File: config.mk
export PLATFORM = sky130hd
export DESIGN_NAME = prog_loader
export DESIGN_NICKNAME = d
export VERILOG_FILES = /design/src/rtl/prog_loader_pkg.sv /design/src/rtl/prog_loader.sv
export SDC_FILE = /design/constraint.sdc
export NUM_CORES = 1
export LEC_CHECK = 0
export CAP_MARGIN = 20
export CORE_MARGIN = 10
export CORE_UTILIZATION = 45
export DETAILED_ROUTE_END_ITERATION = 8
export PLACE_DENSITY = 0.67
export SLEW_MARGIN = 20
export SYNTH_ARGS = -nofsm -noshare
export SYNTH_HDL_FRONTEND = slang
export SYNTH_SLANG_ARGS = --single-unit
export TNS_END_PERCENT = 50
File: constraint.sdc
create_clock -name clk -period 6.25 [get_ports clk]
set_input_delay 1.25 -clock clk [delete_from_list [all_inputs] [get_ports clk]]
set_output_delay 1.25 -clock clk [all_outputs]
set_load 0.1 [all_outputs]
File: src/rtl/prog_loader_pkg.sv
// Shared types and defaults for the byte-stream program loader.
// State codes are plain localparams so legacy tools can compare them directly.
package prog_loader_pkg;

    localparam int ADDR_W_DEF      = 8;
    localparam int INSTR_W_DEF     = 12;
    localparam int BYTES_PER_INSTR = 2;

    typedef logic [2:0] state_t;

    localparam state_t S_IDLE = 3'd0;
    localparam state_t S_LEN  = 3'd1;
    localparam state_t S_LO   = 3'd2;
    localparam state_t S_HI   = 3'd3;
    localparam state_t S_WR   = 3'd4;
    localparam state_t S_CHK  = 3'd5;
    localparam state_t S_DONE = 3'd6;

    // States in which the loader takes a byte from the stream.
    function automatic logic accepts_byte(input state_t s);
        return (s == S_LEN) || (s == S_LO) || (s == S_HI) || (s == S_CHK);
    endfunction

    function automatic logic [8*BYTES_PER_INSTR-1:0] pack_instr(input logic [7:0] lo,
                                                                input logic [7:0] hi);
        return {hi, lo};
    endfunction

endpackage

File: src/rtl/prog_loader.sv
// Program loader: receives N, LO/HI instruction bytes and a checksum; writes program memory.
// Latency: one LE pulse per instruction, three cycles per instruction at full input rate.
// Backpressure: in_ready is a registered state decode; input gaps stall indefinitely.
module prog_loader
    import prog_loader_pkg::*;
#(
    parameter int          ADDR_W    = ADDR_W_DEF,
    parameter int          INSTR_W   = INSTR_W_DEF,
    parameter int unsigned BASE_ADDR = 0
) (
    input  logic               clk,
    input  logic               rst,
    input  logic               start,
    input  logic [7:0]         in_data,
    input  logic               in_valid,
    output logic               in_ready,
    output logic               LE,
    output logic [ADDR_W-1:0]  LA,
    output logic [INSTR_W-1:0] LI,
    output logic               busy,
    output logic               core_hold,
    output logic               done,
    output logic               err
);

    localparam logic [ADDR_W-1:0] BASE    = ADDR_W'(BASE_ADDR);
    localparam logic [ADDR_W:0]   CNT_MAX = (ADDR_W+1)'(1 << ADDR_W);
    localparam logic [ADDR_W:0]   CNT_ONE = (ADDR_W+1)'(1);

    state_t              state;
    state_t              state_nxt;
    logic [ADDR_W:0]     cnt;
    logic [ADDR_W-1:0]   addr;
    logic [7:0]          sum;
    logic [7:0]          lo;
    logic                xfer;

    assign xfer      = in_valid & in_ready;
    assign core_hold = busy;

    always_comb begin
        state_nxt = state;
        case (state)
            S_IDLE, S_DONE: if (start) state_nxt = S_LEN;
            S_LEN:          if (xfer)  state_nxt = S_LO;
            S_LO:           if (xfer)  state_nxt = S_HI;
            S_HI:           if (xfer)  state_nxt = S_WR;
            S_WR:           state_nxt = (cnt == CNT_ONE) ? S_CHK : S_LO;
            S_CHK:          if (xfer)  state_nxt = S_DONE;
            default:        state_nxt = S_IDLE;
        endcase
    end

    always_ff @(posedge clk) begin
        if (rst) begin
            state    <= S_IDLE;
            in_ready <= 1'b0;
            LE       <= 1'b0;
            LA       <= BASE;
            LI       <= '0;
            busy     <= 1'b0;
            done     <= 1'b0;
            err      <= 1'b0;
            cnt      <= '0;
            addr     <= BASE;
            sum      <= '0;
            lo       <= '0;
        end else begin
            state    <= state_nxt;
            in_ready <= accepts_byte(state_nxt);
            LE       <= 1'b0;
            case (state)
                S_IDLE, S_DONE: begin
                    if (start) begin
                        done <= 1'b0;
                        err  <= 1'b0;
                        busy <= 1'b1;
                        addr <= BASE;
                        sum  <= '0;
                    end
                end
                S_LEN: begin
                    if (xfer) begin
                        cnt <= (in_data == 8'd0) ? CNT_MAX : (ADDR_W+1)'(in_data);
                        sum <= sum + in_data;
                    end
                end
                S_LO: begin
                    if (xfer) begin
                        lo  <= in_data;
                        sum <= sum + in_data;
                    end
                end
                S_HI: begin
                    // The write is staged here so LE/LA/LI are registered during WR.
                    if (xfer) begin
                        sum <= sum + in_data;
                        LE  <= 1'b1;
                        LA  <= addr;
                        LI  <= INSTR_W'(pack_instr(lo, in_data));
                    end
                end
                S_WR: begin
                    addr <= addr + 1'b1;
                    cnt  <= cnt - 1'b1;
                end
                S_CHK: begin
                    if (xfer) begin
                        err  <= (in_data != sum);
                        done <= 1'b1;
                        busy <= 1'b0;
                    end
                end
                default: ;
            endcase
        end
    end

endmodule

==> metrics, run 1 <==
number of core rows=29; fin. max-slew vios=0; status=finished clean; hold path startpoint=lo[5]; pin count of the biggest net entering global routing=64; routed length per placed instance=16.3 µm; # hold bufs at CTS=0; ys async rst share=0; cell count after synthesis=367; RR Endpoint=cnt[0]; yosys warns=0; synthesized area=2930 µm²; vias per cell=5.69; RSZ-0062 raised after global routing=false; Critical Path Fanout Max=6; count of state elements after synthesis=61; 1st-iter DRT viols=218; syn avg cell area=7.98 µm²; initial core utilization=0.461; Final Net Count=417; final instance area=3530 µm²; PostCTS Resize Cnt=0; Layout fillers=601; Setup CP Type=in2reg; Static Leak=1.23 nW; number of synthesized flops with an enable pin=0; Sink Count=61; CP endpoint kind=flip-flop; final worst slack=2.97 ns; most frequent cells in the layout=67 x nand2_1, 61 x dfxtp_1, 44 x a21oi_1; kind of path behind the tightest hold check=reg2reg; total negative setup slack=0 ns; Worst Reg2Reg Path Length in Cells=4; CTS tree=done; overall power=874 µW; pre-CTS setup slack=2.63 ns; Num CTS Buffers=9; Max Fclk=0.304 GHz; Clk pin slew, worst setup/hold paths=0.07 ns; Startpoint Class=input port; first-pass GRT wire length=12600 µm; post-CTS setup buffers=0; skew final=0.00513 ns; layout cell share with drive strength beyond 1=0.0652; placed cell areas=3310 µm²; max cap viols=0; reg-to-reg startpoint=state[0]; Synth Net Count=390; commonest non-fill, non-tap cell in the layout=nand2_1; Seq/Total Area, Yosys=0.417; via count=2710; Root Buffer=clkbuf_8; Final Core Density=0.555; vias in the first global route=2552; HPWL Detailed=5230 µm; power per standard cell area=248 nW/µm²; Final Hold Viols=0; max_slew headroom=0.313; die width=101 µm; leading post-synthesis cells by cell area=dfxtp_1 42%, nand2_1 8.6%, a21oi_1 7.5%; final hold slack=0.450 ns; Ports=38; Skew-Pair Late Insertion Delay=0.33 ns; final setup fails=0; final WL=7740 µm; top-area cell type share of the netlist area=0.417; Post-synth top flop=dfxtp_1; grt ovf=0; actual slew at the worst max-slew pin=1.02 ns; Remaining DRCs=0; first drt pass iteration count=4; H-tree Lvls=3; min Tclk post-route=3.28 ns; RePlAce Congestion=0.861; PortBufs=37; antenna cells=0; Placed Instances=460; arrival time worst endpoint=3.54 ns; Netlist cell types=46; Final period util=0.526; maximum vdd ir drop=0.179 mV; R2R Setup Slk=3.87 ns; Detail Route Antenna Nets=0; WP data required=6.51 ns; die height=101 µm; gr usage total=0.151; post-synth top area cell=dfxtp_1; Layout Cells excl Fill=476; Area Overhead vs Synth=20.3%; die outline area=10100 µm²; initial antenna violation count=0; Worst Hold End=LI[5]; Core Area=6350 µm²; hold depth=2; worst-case clock buffer depth=2
[cell families (layout without fill, tap and decap cells)]
family,Yosys count,count (layout),share of synthesized area
flops,61,61,0.417
fa+ha+maj,12,12,0.0529
mux,12,12,0.0427
simple gates,165,165,0.262
compound gates,87,87,0.178
buf+inv,26,58,0.0354
xor+xnor,4,4,0.0120
[layer usage]
layer / track usage / part of all wire / vias to the layer above
met4: 0.0598 / 0.017 / 0
met3: 0.0391 / 0.068 / 13
met5: 0 / 0 / -
met2: 0.243 / 0.47 / 81
li1: - / - / 1341
met1: 0.188 / 0.44 / 1275
[power breakdown]
part / internal, mW / leakage (nW) / switching (mW)
sequential: 0.394 / 0.493 / 0.00794
clock: 0.225 / 0.107 / 0.161
combinational: 0.0286 / 0.626 / 0.0583
[how the worst max path moves through the flow]
stage | slack, ns | startpoint | endpoint
3_5_place_dp | 2.63 | in_data[1] | sum[7]
5_1_grt | 2.83 | in_data[1] | sum[7]
3_3_place_gp | 2.71 | in_data[1] | sum[7]
2_1_floorplan | 3.43 | in_data[2] | sum[7]
6_report | 2.97 | in_data[1] | sum[7]
4_1_cts | 2.97 | in_data[1] | sum[7]
[final cells by class]
cell class | count | area, µm² | share of cell area
Multi-Input combinational cell | 280 | 1610 | 0.456
Sequential cell | 61 | 1220 | 0.346
Timing Repair Buffer | 37 | 368 | 0.104
Clock buffer | 10 | 128 | 0.0362
Tap cell | 77 | 96.3 | 0.0273
Clock inverter | 6 | 86.3 | 0.0245
Inverter | 5 | 18.8 | 0.00532
[synthesized netlist by cell type, drive strengths merged, types with 7 or more instances]
| master | number |
|---|---|
| nand2 | 67 |
| nor3 | 9 |
| clkbuf | 18 |
| ha | 10 |
| a21oi | 44 |
| o21ai | 11 |
| nand3 | 15 |
| nor2 | 42 |
| dfxtp | 61 |
| a31oi | 7 |
| mux2i | 8 |
[critical path: stages]
cell and delay, ns:
clkdlybuf4s50_1 0.64, ha_1 0.31, a211oi_1 0.37, nor3_1 0.12, mux2_2 0.30, or3_1 0.37
a31oi_1 0.17
[state kept, by name, indices dropped and copies added, names as in the netlist, 3 cells and up]
| name | cells |
|---|---|
| LA | 8 |
| LI | 12 |
| addr | 8 |
| cnt | 9 |
| lo | 8 |
| state | 3 |
| sum | 8 |
(Power assumes the default switching activity.)
==> inputs of run 2 (changes only) <==
--- a/config.mk
+++ b/config.mk
@@ -9,7 +9,7 @@
 export CORE_MARGIN = 10
 export CORE_UTILIZATION = 45
 export DETAILED_ROUTE_END_ITERATION = 8
-export PLACE_DENSITY = 0.67
+export PLACE_DENSITY = 0.7
 export SLEW_MARGIN = 20
 export SYNTH_ARGS = -nofsm -noshare
 export SYNTH_HDL_FRONTEND = slang
==> constraint.sdc (replaced) <==
create_clock -name clk -period 2.9 [get_ports clk]
set_input_delay 0.58 -clock clk [delete_from_list [all_inputs] [get_ports clk]]
set_output_delay 0.58 -clock clk [all_outputs]
set_load 0.1 [all_outputs]
==> metrics, run 2 (synthesized netlist as in run 1, its figures left out) <==
Final Net Count=430 (+3.1%); antenna cells=0 (unchanged); first-pass GRT wire length=12400 µm (-1.6%); vias per cell=5.57 (-2.2%); Worst Hold End=LA[4]; Biggest register=LI; via count=2723 (+0.48%); die width=101 µm (unchanged); hold depth=2 (unchanged); worst-case clock buffer depth=2 (unchanged); gr usage total=0.151 (about the same); PostCTS Resize Cnt=0 (unchanged); maximum vdd ir drop=0.366 mV (+100%); Setup CP Type=in2reg; RSZ-0062 raised after global routing=false; Area Overhead vs Synth=21.6%; layout cell share with drive strength beyond 1=0.158 (+0.0926); final WL=7640 µm (-1.4%); Final period util=0.816; Final Hold Viols=0 (unchanged); max reg flops=12 (unchanged); crit-path max cell delay=0.50 ns (-0.14 ns); Sink Count=61 (unchanged); PortBufs=37 (unchanged); Placed Instances=473 (+2.8%); status=finished clean; Crit path max-delay family=simple AND/OR/NAND/NOR gates; min Tclk post-route=2.37 ns; switch share=0.263 (+0.00353); Core Area=6350 µm² (unchanged); Clk pin slew, worst setup/hold paths=0.07 ns (about the same); Static Leak=1.34 nW (+9.3%); fin. max-slew vios=0 (unchanged); RePlAce Congestion=0.865 (+0.50%); first drt pass iteration count=4 (unchanged); skew final=0.00731 ns (+0.00218 ns); RR Endpoint=cnt[7]; final worst slack=0.533 ns (-2.43 ns); HPWL Detailed=5530 µm (+5.8%); CP cell instances=clkdlybuf4s50_1 > ha_1 > nand2_1 > nor3_1 > mux2_2 > or3_1 > a31oi_1; Detail Route Antenna Nets=0 (unchanged); power per standard cell area=520 nW/µm² (+110%); Root Buffer=clkbuf_8; hold path startpoint=LA[4]; arrival time worst endpoint=2.64 ns (-0.90 ns); Worst Reg2Reg Path Length in Cells=5 (+1); R2R Setup Slk=0.78 ns (-3.09 ns); CTS tree=done; post-CTS setup buffers=0 (unchanged); vias in the first global route=2549 (-0.12%); total negative setup slack=0 ns (unchanged); actual slew at the worst max-slew pin=0.768 ns (-0.254 ns); max cap viols=0 (unchanged); Remaining DRCs=0 (unchanged); CP endpoint kind=flip-flop; reg-to-reg startpoint=state[2]; initial core utilization=0.461 (unchanged); die outline area=10100 µm² (unchanged); final setup fails=0 (unchanged); Comb power frac=0.107 (+0.008); die height=101 µm (unchanged); Skew-Pair Late Insertion Delay=0.34 ns (about the same); Startpoint Class=input port; most frequent cells in the layout=67 x nand2_1, 61 x dfxtp_1, 44 x a21oi_1; WP data required=3.17 ns (-3.34 ns); pin count of the biggest net entering global routing=46 (-28%); Buf/Inv on CP=1 (unchanged); grt ovf=0 (unchanged); Pint=1.36 mW (+110%); Largest regs=LI x12, cnt x9; Seq pwr share=0.468 (+0.008); Layout Cells excl Fill=489 (+2.7%); Ports=38 (unchanged); routed length per placed instance=15.6 µm (-4.0%); kind of path behind the tightest hold check=reg2reg; commonest non-fill, non-tap cell in the layout=nand2_1; slowest CP cell=clkdlybuf4s50_1; Switch Pwr=487 µW (+110%); clock power share=0.425 (-0.016); 1st-iter DRT viols=225 (+3.2%); Num CTS Buffers=9 (unchanged); Critical Path Fanout Max=6 (unchanged); # hold bufs at CTS=0 (unchanged); initial antenna violation count=0 (unchanged); Max Fclk=0.423 GHz; number of core rows=29 (unchanged); H-tree Lvls=3 (unchanged); pre-CTS setup slack=0.191 ns (-2.44 ns); max_slew headroom=0.487 (+0.173)
[run 2: worst min-delay path, stage by stage, from the launching register on]
cell and delay, ns:
dfxtp_1 0.31, nand2_1 0.05, a21oi_1 0.05
[run 2: stage by stage]
step	util	hold slack [ns]	power, mW	area [µm²]
after global routing	0.561	0.477	1.93	3560
final	0.561	0.455	1.85	3560
after CTS	0.561	0.457	1.87	3560
after floorplan	-	0.431	1.01	2930
after global placement	0.528	0.443	1.08	3350
after detailed placement	0.528	0.447	1.08	3350
[run 2: worst max path at each step]
stage	slack, ns	from	cells past startpoint	to
after floorplan	0.64	in_ready	4	cnt[0]
after global placement	0.25	in_data[3]	7	sum[7]
after detailed placement	0.19	in_data[3]	7	sum[7]
after CTS	0.55	in_data[3]	7	sum[7]
after global routing	0.40	in_data[3]	7	sum[7]
final	0.53	in_data[4]	7	sum[7]
[run 2: power groups by stage]
stage          combinational (mW)  sequential, mW  clock, mW
2_1_floorplan               0.114           0.896          0
3_3_place_gp                0.195           0.885          0
3_5_place_dp                0.196           0.885          0
4_1_cts                     0.197           0.866      0.808
5_1_grt                     0.213           0.868      0.846
6_report                    0.198           0.866      0.788
[run 2: final cells by class]
type	instances	area, µm²
clock inverter	5	58.8
multi-input combinational	280	1610
inverter	5	18.8
tap	77	96.3
sequential	61	1220
clock buffer	11	151
fill	589	2790
timing repair buffer	50	410
[run 2: layer usage]
metal	up-vias	share of wire	global-route usage
met5	-	0	0
met4	0	0.014	0.0511
met3	12	0.070	0.0514
met2	72	0.49	0.246
met1	1267	0.43	0.182
li1	1372	-	-
==> inputs of run 3 (changes only) <==
==> constraint.sdc (replaced) <==
create_clock -name clk -period 2.1 [get_ports clk]
set_input_delay 0.42 -clock clk [delete_from_list [all_inputs] [get_ports clk]]
set_output_delay 0.42 -clock clk [all_outputs]
set_load 0.1 [all_outputs]
==> metrics, run 3 (synthesized netlist as in run 1, its figures left out) <==
status=finished clean; Final period util=0.966; H-tree Lvls=3 (unchanged); first drt pass iteration count=4 (unchanged); FF/Latch Area=1220 µm² (+0.10%); CP endpoint kind=flip-flop; vias per cell=5.48 (-1.6%); pin count of the biggest net entering global routing=34 (-26%); min Tclk post-route=2.03 ns; kind of path behind the tightest hold check=reg2reg; max_slew headroom=0.583 (+0.0965); gr usage total=0.159 (+0.00710); max cap viols=0 (unchanged); Ports=38 (unchanged); Max Fclk=0.493 GHz; Final Core Density=0.610 (+0.0489); HPWL Detailed=5630 µm (+1.8%); initial antenna violation count=0 (unchanged); Final Net Count=456 (+6.0%); Pint=2.16 mW (+58%); Biggest register=LI; Skew-Pair Late Insertion Delay=0.35 ns (about the same); Static Leak=1.51 nW (+13%); Sink Count=61 (unchanged); fin. max-slew vios=0 (unchanged); worst-case clock buffer depth=2 (unchanged); crit-path max cell delay=0.48 ns (-0.02 ns); Largest regs=LI x12, cnt x9; 1st-iter DRT viols=218 (-3.1%); most used cell, CP=a21o_1; die width=101 µm (unchanged); routed length per placed instance=15.4 µm (-1.1%); Final Hold Viols=0 (unchanged); Startpoint Class=input port; final WL=7960 µm (+4.2%); hold depth=2 (unchanged); Remaining DRCs=0 (unchanged); initial core utilization=0.461 (unchanged); Switch Pwr=704 µW (+45%); via count=2823 (+3.7%); first-pass GRT wire length=13100 µm (+5.7%); grt ovf=0 (unchanged); most frequent cells in the layout=67 x nand2_1, 64 x buf_4, 60 x dfxtp_1; Core Area=6350 µm² (unchanged); switch share=0.246 (-0.0173); CTS tree=done; max reg flops=12 (unchanged); Root Buffer=clkbuf_8; Area Overhead vs Synth=32.2%; Num CTS Buffers=9 (unchanged); Layout fillers=549 (-6.8%); multi-input logic area=1670 µm² (+3.8%); Setup CP Type=in2reg; PortBufs=37 (unchanged); die height=101 µm (unchanged); WP data required=2.33 ns (-0.84 ns); RePlAce Congestion=0.852 (-1.5%); die outline area=10100 µm² (unchanged); slowest CP cell=clkdlybuf4s50_1; skew final=0.00731 ns (+0.00000344 ns); vias in the first global route=2683 (+5.3%); maximum vdd ir drop=0.597 mV (+63%); Worst Reg2Reg Path Length in Cells=5 (unchanged); CP cell instances=clkdlybuf4s50_1 > ha_4 > fa_1 > a21o_1 > a21o_1 > a21oi_1 > nand3b_1 > nand3_1; number of core rows=29 (unchanged); actual slew at the worst max-slew pin=0.625 ns (-0.143 ns); layout cell share with drive strength beyond 1=0.224 (+0.0660); clock power share=0.471 (+0.046); Critical Path Fanout Max=3 (-3); arrival time worst endpoint=2.26 ns (-0.38 ns); Clk pin slew, worst setup/hold paths=0.07 ns (about the same); power per standard cell area=740 nW/µm² (+42%); Seq pwr share=0.415 (-0.053); Comb power frac=0.114 (+0.007); antenna cells=0 (unchanged); commonest non-fill, non-tap cell in the layout=nand2_1; final setup fails=0 (unchanged); Detail Route Antenna Nets=0 (unchanged); # hold bufs at CTS=0 (unchanged); total negative setup slack=0 ns (unchanged)
-- run 3: changes by cell type in the layout (fill, tap and decap cells not counted), moves of 2 or more --
| cell | previous run | this run |
|---|---|---|
| clkdlybuf4s50_1 | 10 | 8 |
| ha_4 | 0 | 3 |
| bufinv_16 | 1 | 3 |
| dlymetal6s2s_1 | 0 | 2 |
| buf_4 | 38 | 64 |
| ha_1 | 10 | 7 |
-- run 3: layout make-up --
cell class,instances,share of cell area
sequential,61,0.316
timing repair buffer,76,0.158
inverter,5,0.00485
multi-input combinational,280,0.430
clock inverter,5,0.0275
clock buffer,11,0.0391
tap,77,0.0249
-- run 3: power groups by stage --
stage,sequential (mW),clock (mW),combinational (mW)
final,1.19,1.35,0.327
after CTS,1.19,1.37,0.313
after floorplan,1.24,0,0.157
after global routing,1.19,1.41,0.353
after global placement,1.21,0,0.308
after detailed placement,1.21,0,0.311
-- run 3: per-stage QoR --
| step | std cells | setup slack [ns] | instance area, µm² | total power, mW | hold WS [ns] |
|---|---|---|---|---|---|
| 4_1_cts | 514 | 0.0125 | 3810 | 2.87 | 0.457 |
| 3_5_place_dp | 498 | -0.458 | 3540 | 1.52 | 0.447 |
| 2_1_floorplan | 367 | 0.112 | 2930 | 1.40 | 0.431 |
| 5_1_grt | 515 | -0.00469 | 3870 | 2.96 | 0.482 |
| 3_3_place_gp | 498 | -0.436 | 3540 | 1.52 | 0.442 |
| 6_report | 515 | 0.0708 | 3870 | 2.86 | 0.454 |
-- run 3: critical path: cells and delay by family --
family | cells | cell delay, ns
adders and majority gates | 2 | 0.60
and+or+nand+nor | 2 | 0.22
AOI/OAI and AO/OA | 3 | 0.54
buffers and inverters | 1 | 0.48
-- run 3: worst paths after layout --
path / end / slack (ns) / from
max: sum[6] / 0.07 / in_data[0]
min: LA[4] / 0.45 / LA[4]
max reg2reg: cnt[7] / 0.15 / state[2]
min reg2reg: LA[4] / 0.45 / LA[4]
-- run 3: per-layer routing --
metal	GRT usage	vias up	share of wire
met5	0	-	0
met4	0.0674	0	0.020
met3	0.0501	17	0.046
met2	0.257	52	0.49
met1	0.188	1332	0.45
li1	-	1422	-
-- run 3: timing repair --
action,CTS,global route
pin swaps,0,1
gates cloned,0,0
setup endpoints to repair,1,2
resized for setup,2,10
setup buffers,0,1
